--- config.mk ---
export PLATFORM = sky130hd
export DESIGN_NAME = seg_frame_ctrl
export DESIGN_NICKNAME = d
export VERILOG_FILES = /design/src/rtl/seg_frame_ctrl.sv
export SDC_FILE = /design/constraint.sdc
export NUM_CORES = 1
export LEC_CHECK = 0
export BUFFER_PORTS_ARGS = -buffer_cell sky130_fd_sc_hd__buf_2
export CAP_MARGIN = 20
export CORE_ASPECT_RATIO = 1.2
export CORE_UTILIZATION = 60
export DETAILED_ROUTE_END_ITERATION = 10
export PLACE_DENSITY = 0.93
export SLEW_MARGIN = 20
export SYNTH_ARGS = -nofsm -noshare
export SYNTH_HDL_FRONTEND = slang
export SYNTH_SLANG_ARGS = --single-unit
--- constraint.sdc ---
create_clock -name clk -period 3.76 [get_ports clk]
set_clock_uncertainty 0.1 [all_clocks]
set_input_delay 0.376 -clock clk [delete_from_list [all_inputs] [get_ports clk]]
set_output_delay 0.376 -clock clk [all_outputs]
set_load 0.05 [all_outputs]
--- src/rtl/seg_frame_ctrl.sv ---
// Segment frame controller: encodes 8 hex digits into a 64-bit frame and runs the serializer handshake.
// Optional build macro SEG_BLANK_LEADING_ZERO_EN enables leading-zero suppression.
module seg_frame_ctrl #(
  parameter int unsigned REFRESH_CYCLES = 1000000,
  parameter int unsigned TIMEOUT_CYCLES = 256,
  parameter bit          ACTIVE_LOW     = 1'b1
) (
  input  logic        clk,
  input  logic        rst,
  input  logic [31:0] hex_in,
  input  logic [7:0]  dp_in,
  input  logic [7:0]  blank_in,
  input  logic        update,
  input  logic        finish,
  output logic [63:0] seg,
  output logic        start,
  output logic        busy,
  output logic        err_timeout
);

  localparam int unsigned RW = $clog2(REFRESH_CYCLES);
  localparam int unsigned TW = $clog2(TIMEOUT_CYCLES + 1);

  typedef enum logic [2:0] {S_IDLE, S_LOAD, S_ARM, S_WAIT_ACK, S_WAIT_DONE} state_e;

  state_e        state_q, state_d;
  logic [63:0]   seg_q, seg_d;
  logic          start_q, start_d;
  logic          busy_q, busy_d;
  logic          err_q, err_d;
  logic [31:0]   hex_q, hex_d;
  logic [7:0]    dp_q, dp_d;
  logic [7:0]    blank_q, blank_d;
  logic          pending_q, pending_d;
  logic          refresh_req_q, refresh_req_d;
  logic [RW-1:0] ref_cnt_q, ref_cnt_d;
  logic [TW-1:0] to_cnt_q, to_cnt_d;
  logic          ref_wrap_c;
  logic          timeout_c;
  logic [63:0]   frame_c;

  function automatic logic [6:0] seg7(input logic [3:0] d);
    case (d)
      4'h0: seg7 = 7'h3F;  4'h1: seg7 = 7'h06;  4'h2: seg7 = 7'h5B;  4'h3: seg7 = 7'h4F;
      4'h4: seg7 = 7'h66;  4'h5: seg7 = 7'h6D;  4'h6: seg7 = 7'h7D;  4'h7: seg7 = 7'h07;
      4'h8: seg7 = 7'h7F;  4'h9: seg7 = 7'h6F;  4'hA: seg7 = 7'h77;  4'hB: seg7 = 7'h7C;
      4'hC: seg7 = 7'h39;  4'hD: seg7 = 7'h5E;  4'hE: seg7 = 7'h79;  default: seg7 = 7'h71;
    endcase
  endfunction

  // Builds the frame from the shadow registers; blanked digits drop dp as well.
  function automatic logic [63:0] encode_frame(input logic [31:0] hex, input logic [7:0] dp,
                                               input logic [7:0] blank);
    logic [7:0]  kill;
    logic [7:0]  byte_v;
    logic [63:0] frame;
    kill = blank;
`ifdef SEG_BLANK_LEADING_ZERO_EN
    begin : lz_blk
      logic lz;
      lz = 1'b1;
      for (int i = 7; i >= 1; i--) begin
        if (lz && (hex[4*i +: 4] == 4'h0) && !dp[i]) kill[i] = 1'b1;
        else lz = 1'b0;
      end
    end
`endif
    frame = '0;
    for (int i = 0; i < 8; i++) begin
      byte_v = kill[i] ? 8'h00 : {dp[i], seg7(hex[4*i +: 4])};
      frame[8*i +: 8] = ACTIVE_LOW ? ~byte_v : byte_v;
    end
    return frame;
  endfunction

  assign frame_c    = encode_frame(hex_q, dp_q, blank_q);
  assign ref_wrap_c = (ref_cnt_q == RW'(REFRESH_CYCLES - 1));
  assign timeout_c  = (to_cnt_q == TW'(TIMEOUT_CYCLES - 1));

  always_ff @(posedge clk) begin
    if (rst) begin
      state_q       <= S_IDLE;
      seg_q         <= ACTIVE_LOW ? '1 : '0;
      start_q       <= 1'b0;
      busy_q        <= 1'b0;
      err_q         <= 1'b0;
      hex_q         <= '0;
      dp_q          <= '0;
      blank_q       <= 8'hFF;
      pending_q     <= 1'b1;
      refresh_req_q <= 1'b0;
      ref_cnt_q     <= '0;
      to_cnt_q      <= '0;
    end else begin
      state_q       <= state_d;
      seg_q         <= seg_d;
      start_q       <= start_d;
      busy_q        <= busy_d;
      err_q         <= err_d;
      hex_q         <= hex_d;
      dp_q          <= dp_d;
      blank_q       <= blank_d;
      pending_q     <= pending_d;
      refresh_req_q <= refresh_req_d;
      ref_cnt_q     <= ref_cnt_d;
      to_cnt_q      <= to_cnt_d;
    end
  end

  always_comb begin
    state_d       = state_q;
    seg_d         = seg_q;
    start_d       = 1'b0;
    err_d         = err_q;
    hex_d         = hex_q;
    dp_d          = dp_q;
    blank_d       = blank_q;
    pending_d     = pending_q;
    refresh_req_d = refresh_req_q;
    ref_cnt_d     = ref_wrap_c ? '0 : ref_cnt_q + RW'(1);
    to_cnt_d      = to_cnt_q + TW'(1);

    case (state_q)
      S_IDLE: begin
        if (pending_q || refresh_req_q) begin
          pending_d     = 1'b0;
          refresh_req_d = 1'b0;
          state_d       = S_LOAD;
        end
      end
      S_LOAD: begin
        seg_d    = frame_c;
        to_cnt_d = '0;
        state_d  = S_ARM;
      end
      S_ARM: begin
        if (finish) begin
          start_d  = 1'b1;
          to_cnt_d = '0;
          state_d  = S_WAIT_ACK;
        end else if (timeout_c) begin
          err_d     = 1'b1;
          pending_d = 1'b1;
          state_d   = S_IDLE;
        end
      end
      S_WAIT_ACK: begin
        if (!finish) begin
          to_cnt_d = '0;
          state_d  = S_WAIT_DONE;
        end else if (timeout_c) begin
          err_d     = 1'b1;
          pending_d = 1'b1;
          state_d   = S_IDLE;
        end
      end
      S_WAIT_DONE: begin
        if (finish) begin
          state_d = S_IDLE;
        end else if (timeout_c) begin
          err_d     = 1'b1;
          pending_d = 1'b1;
          state_d   = S_IDLE;
        end
      end
      default: state_d = S_IDLE;
    endcase

    // Requests arriving this edge take priority over the IDLE consume.
    if (ref_wrap_c) refresh_req_d = 1'b1;
    if (update) begin
      hex_d     = hex_in;
      dp_d      = dp_in;
      blank_d   = blank_in;
      pending_d = 1'b1;
    end

    busy_d = (state_d != S_IDLE);
  end

  assign seg         = seg_q;
  assign start       = start_q;
  assign busy        = busy_q;
  assign err_timeout = err_q;

endmodule

==> impl_metrics.csv <==
group,metric,value,unit
global_route,grt_overflow_total,0,
setup_path,crit_path_end_kind,"flop",
timing,worstMarginPinSlew,0.988,ns
timing,hold_ws,0.00563,ns
synthesis,synth_top_family_by_area,"simple AND/OR/NAND/NOR gates",
synthesis,seq_area_frac_synth,45.6,%
detailed_routing,drt_wl_total,19700,microns
job,maxCapViolCount,0,
pwr,power.density,491,nW/um^2
timing,max_freq,0.425,GHz
die,core-area,14500,sq um
timing,setup_violations,0,
cts,post_cts_buffers,0,
setup_path,r2r_start,"ref_cnt_q[0]$_SDFF_PP0_",
pwr,p_leak,4.20,nW
cts,clock-root-buffer,"clkbuf_16",
finish,syn2layout_area_growth,15.4,%
synthesis,netlist_area,9000,sq um
pwr,clockPowerShare,40.8,%
cts,path_clk_slew,0.06,ns
cts,worstSkewPairLatency,0.49,ns
place,numPortBuffers,118,
setup_path,cp_slowest_cell,"o41ai_4",
detailed_routing,vias,6980,
pwr,peakVddDrop,0.366,mV
detailed_routing,drtAntennaViolNets,0,
synthesis,synth_warnings,0,
finish,antennaDiodeCount,0,
cts,cts_resized,0,
setup_path,crit_fanout,19,
die,fp.dieArea,15500,sq um
timing,slew_violations,0,
pwr,p_comb_share,12.7,%
synthesis,synth-simple-area-share,18.5,%
synthesis,synthXorXnorAreaFrac,2.63,%
synthesis,yosys_most_used_dff,"dfxtp_1",
cts,cts_buffers,21,
cts,clkSinkCount,205,
synthesis,avgSynthCellArea,9.64,sq um
cts,cts_hold_buf,0,
detailed_routing,first_pass_iters,4,
detailed_routing,drc,0,
setup_path,critPathMaxStageDelay,0.94,ns
setup_path,crit_chain,"ha_1, nand2_4, o41ai_4, and2b_2",
pwr,p_sw_share,25.3,%
global_route,grt_max_degree,89,
synthesis,synth.ff_latch_count,205,
pwr,seqPwrFrac,46.5,%
synthesis,synth-adder-area-share,8.20,%
cts,clk_path_buf_depth,3,
pwr,p_total,5.10,mW
die,die_y,136,microns
die,die_x,114,microns
pwr,switchingPower,1.29,mW
global_route,grt_util_all_layers,25.4,%
synthesis,ys_types,52,
pwr,p_int,3.81,mW
synthesis,synth_compound_area_share,9.38,%
worst_hold_path,hold_end,"blank_q[1]$_SDFFE_PP1P_",
finish,drive_gt1_share,19.0,%
cts,cts_max_level,1,
setup_path,cp.required,4.04,ns
setup_path,startpoint_type,"flop",
timing,setup_tns,0,ns
detailed_routing,wl_per_cell,15.8,microns
setup_path,worstPathArrival,2.64,ns
timing,finalHoldViolCount,0,
synthesis,netlist_instances,934,
cts,cts_tree,"yes",
synthesis,syn_nets,1045,
place,gp_congestion,0.911,
timing,period_minus_slack,2.35,ns
synthesis,synthArstFlopShare,0,%
global_route,antenna_found_initial,1,
timing,maxSlewHeadroom,33.9,%
synthesis,synth_edf_count,0,
finish,num-nets-final,1145,
synthesis,synth_mux_area_share,10.9,%
worst_hold_path,hp-start,"blank_in[1]",
setup_path,rrSetupSlack,1.41,ns
setup_path,path_class,"reg2reg",
worst_hold_path,whs_path_depth,3,
global_route,grt_pass1_vias,6863,
setup_path,r2r-end,"ref_cnt_q[6]$_SDFF_PP0_",
global_route,grt_pass1_wl,31900,microns
die,start_util,62.0,%
detailed_routing,via_per_inst,5.60,
detailed_routing,drt_iter0_markers,325,
place,hpwl,13500,microns
setup_path,r2r_cells,4,
worst_hold_path,holdCritPathClass,"in2reg",
die,io_pins,119,
timing,post-route-period-util,62.6,%
timing,rsz0062_at_grt,"no",
die,rows,48,
outcome,status,"finished, final reports clean",
==> area by class of cell <==
type                       count  area [sq um]
inverter                      48           180
tap                          200           250
multi-input combinational    631          4480
clock inverter                 3          65.1
fill                        1022          4150
sequential                   205          4100
timing repair buffer         127           683
clock buffer                  33           631
==> through the flow <==
step                      util [%]  std cells  setup WS [ns]  instance area (sq um)
after floorplan                  -        934           1.41                   9000
after global placement        66.7       1211           1.08                   9690
after detailed placement      66.7       1211           1.00                   9690
after CTS                     71.5       1247           1.42                  10400
after global routing          71.5       1247           1.22                  10400
final                         71.5       1247           1.41                  10400
==> power groups by stage <==
stage | clock, mW | sequential, mW | combinational, mW
after floorplan | 0 | 2.48 | 0.419
after global placement | 0 | 2.41 | 0.614
after detailed placement | 0 | 2.42 | 0.638
after CTS | 2.11 | 2.37 | 0.647
after global routing | 2.19 | 2.39 | 0.707
final | 2.08 | 2.37 | 0.648
==> layer usage <==
layer | share of wire (%) | GRT usage [%] | routed length (microns)
met1 | 40 | 28.6 | 7980
met3 | 5.2 | 4.32 | 1020
met5 | 0.066 | 0 | 13
met2 | 53 | 48.7 | 10400
met4 | 1.8 | 7.14 | 346
==> cells by family (layout without fill, tap and decap cells) <==
family / count (synthesis) / in the layout
mux: 86 / 86
compound gates: 142 / 142
xor+xnor: 27 / 27
simple gates: 317 / 317
flops: 205 / 205
buf+inv: 98 / 211
fa+ha+maj: 59 / 59
==> critical path, delay by kind of cell, from the launching register on <==
family	cells	cell delay [ns]
adders and majority gates	1	0.36
AOI/OAI and AO/OA	1	0.94
DFF	1	0.41
and+or+nand+nor	2	0.44
==> cell usage after synthesis, types with 2 or more instances <==
cell       number  area [sq um]
and3_1          5          31.3
clkinv_1        2          7.51
mux4_2          8           180
mux2i_1        62           621
nor3b_1         3          22.5
or2_2           2          12.5
mux2_2         16           180
a21oi_1        32           160
a2bb2oi_1       8          70.1
nor4b_1         2          17.5
nor3_1         18          90.1
buf_4           3          22.5
nand3_1         9          45.0
o31ai_1         5          37.5
o21ai_0        73           365
and3b_1         6          52.6
dfxtp_1       205          4100
a221oi_1        8          70.1
nor4_1         14          87.6
or3_1           3          18.8
clkbuf_1       25          93.8
nor2_1         80           300
buf_1           3          11.3
a22oi_1         8          60.1
nor2_2          8          50.1
buf_6           3          33.8
buf_2          15          75.1
inv_1          46           173
ha_1           59           738
nand4_1         9          56.3
or4_1           4          30.0
xnor2_1        18           158
nand3b_1       64           480
nand2_1        82           308
xor2_1          9          78.8
==> worst max-delay path by stage <==
| stage | end | startpoint |
|---|---|---|
| 3_5_place_dp | flop | update |
| 2_1_floorplan | flop | update |
| 3_3_place_gp | flop | update |
| 6_report | ref_cnt_q[6]$_SDFF_PP0_ | ref_cnt_q[0]$_SDFF_PP0_ |
| 5_1_grt | ref_cnt_q[6]$_SDFF_PP0_ | ref_cnt_q[9]$_SDFF_PP0_ |
| 4_1_cts | ref_cnt_q[6]$_SDFF_PP0_ | ref_cnt_q[0]$_SDFF_PP0_ |
==> placed cells by master (no fill, tap or decap), types with 9 or more instances in the layout <==
master	instances
nand2_1	82
nor2_1	80
a21oi_1	32
inv_1	45
nand3b_1	64
mux2i_1	62
nand4_1	9
mux2_2	16
nor3_1	18
xnor2_1	18
nand3_1	9
dfxtp_1	205
o21ai_0	73
clkbuf_16	21
ha_1	59
xor2_1	9
buf_2	118
nor4_1	14
Note: power is estimated with default switching activity, not from simulation.
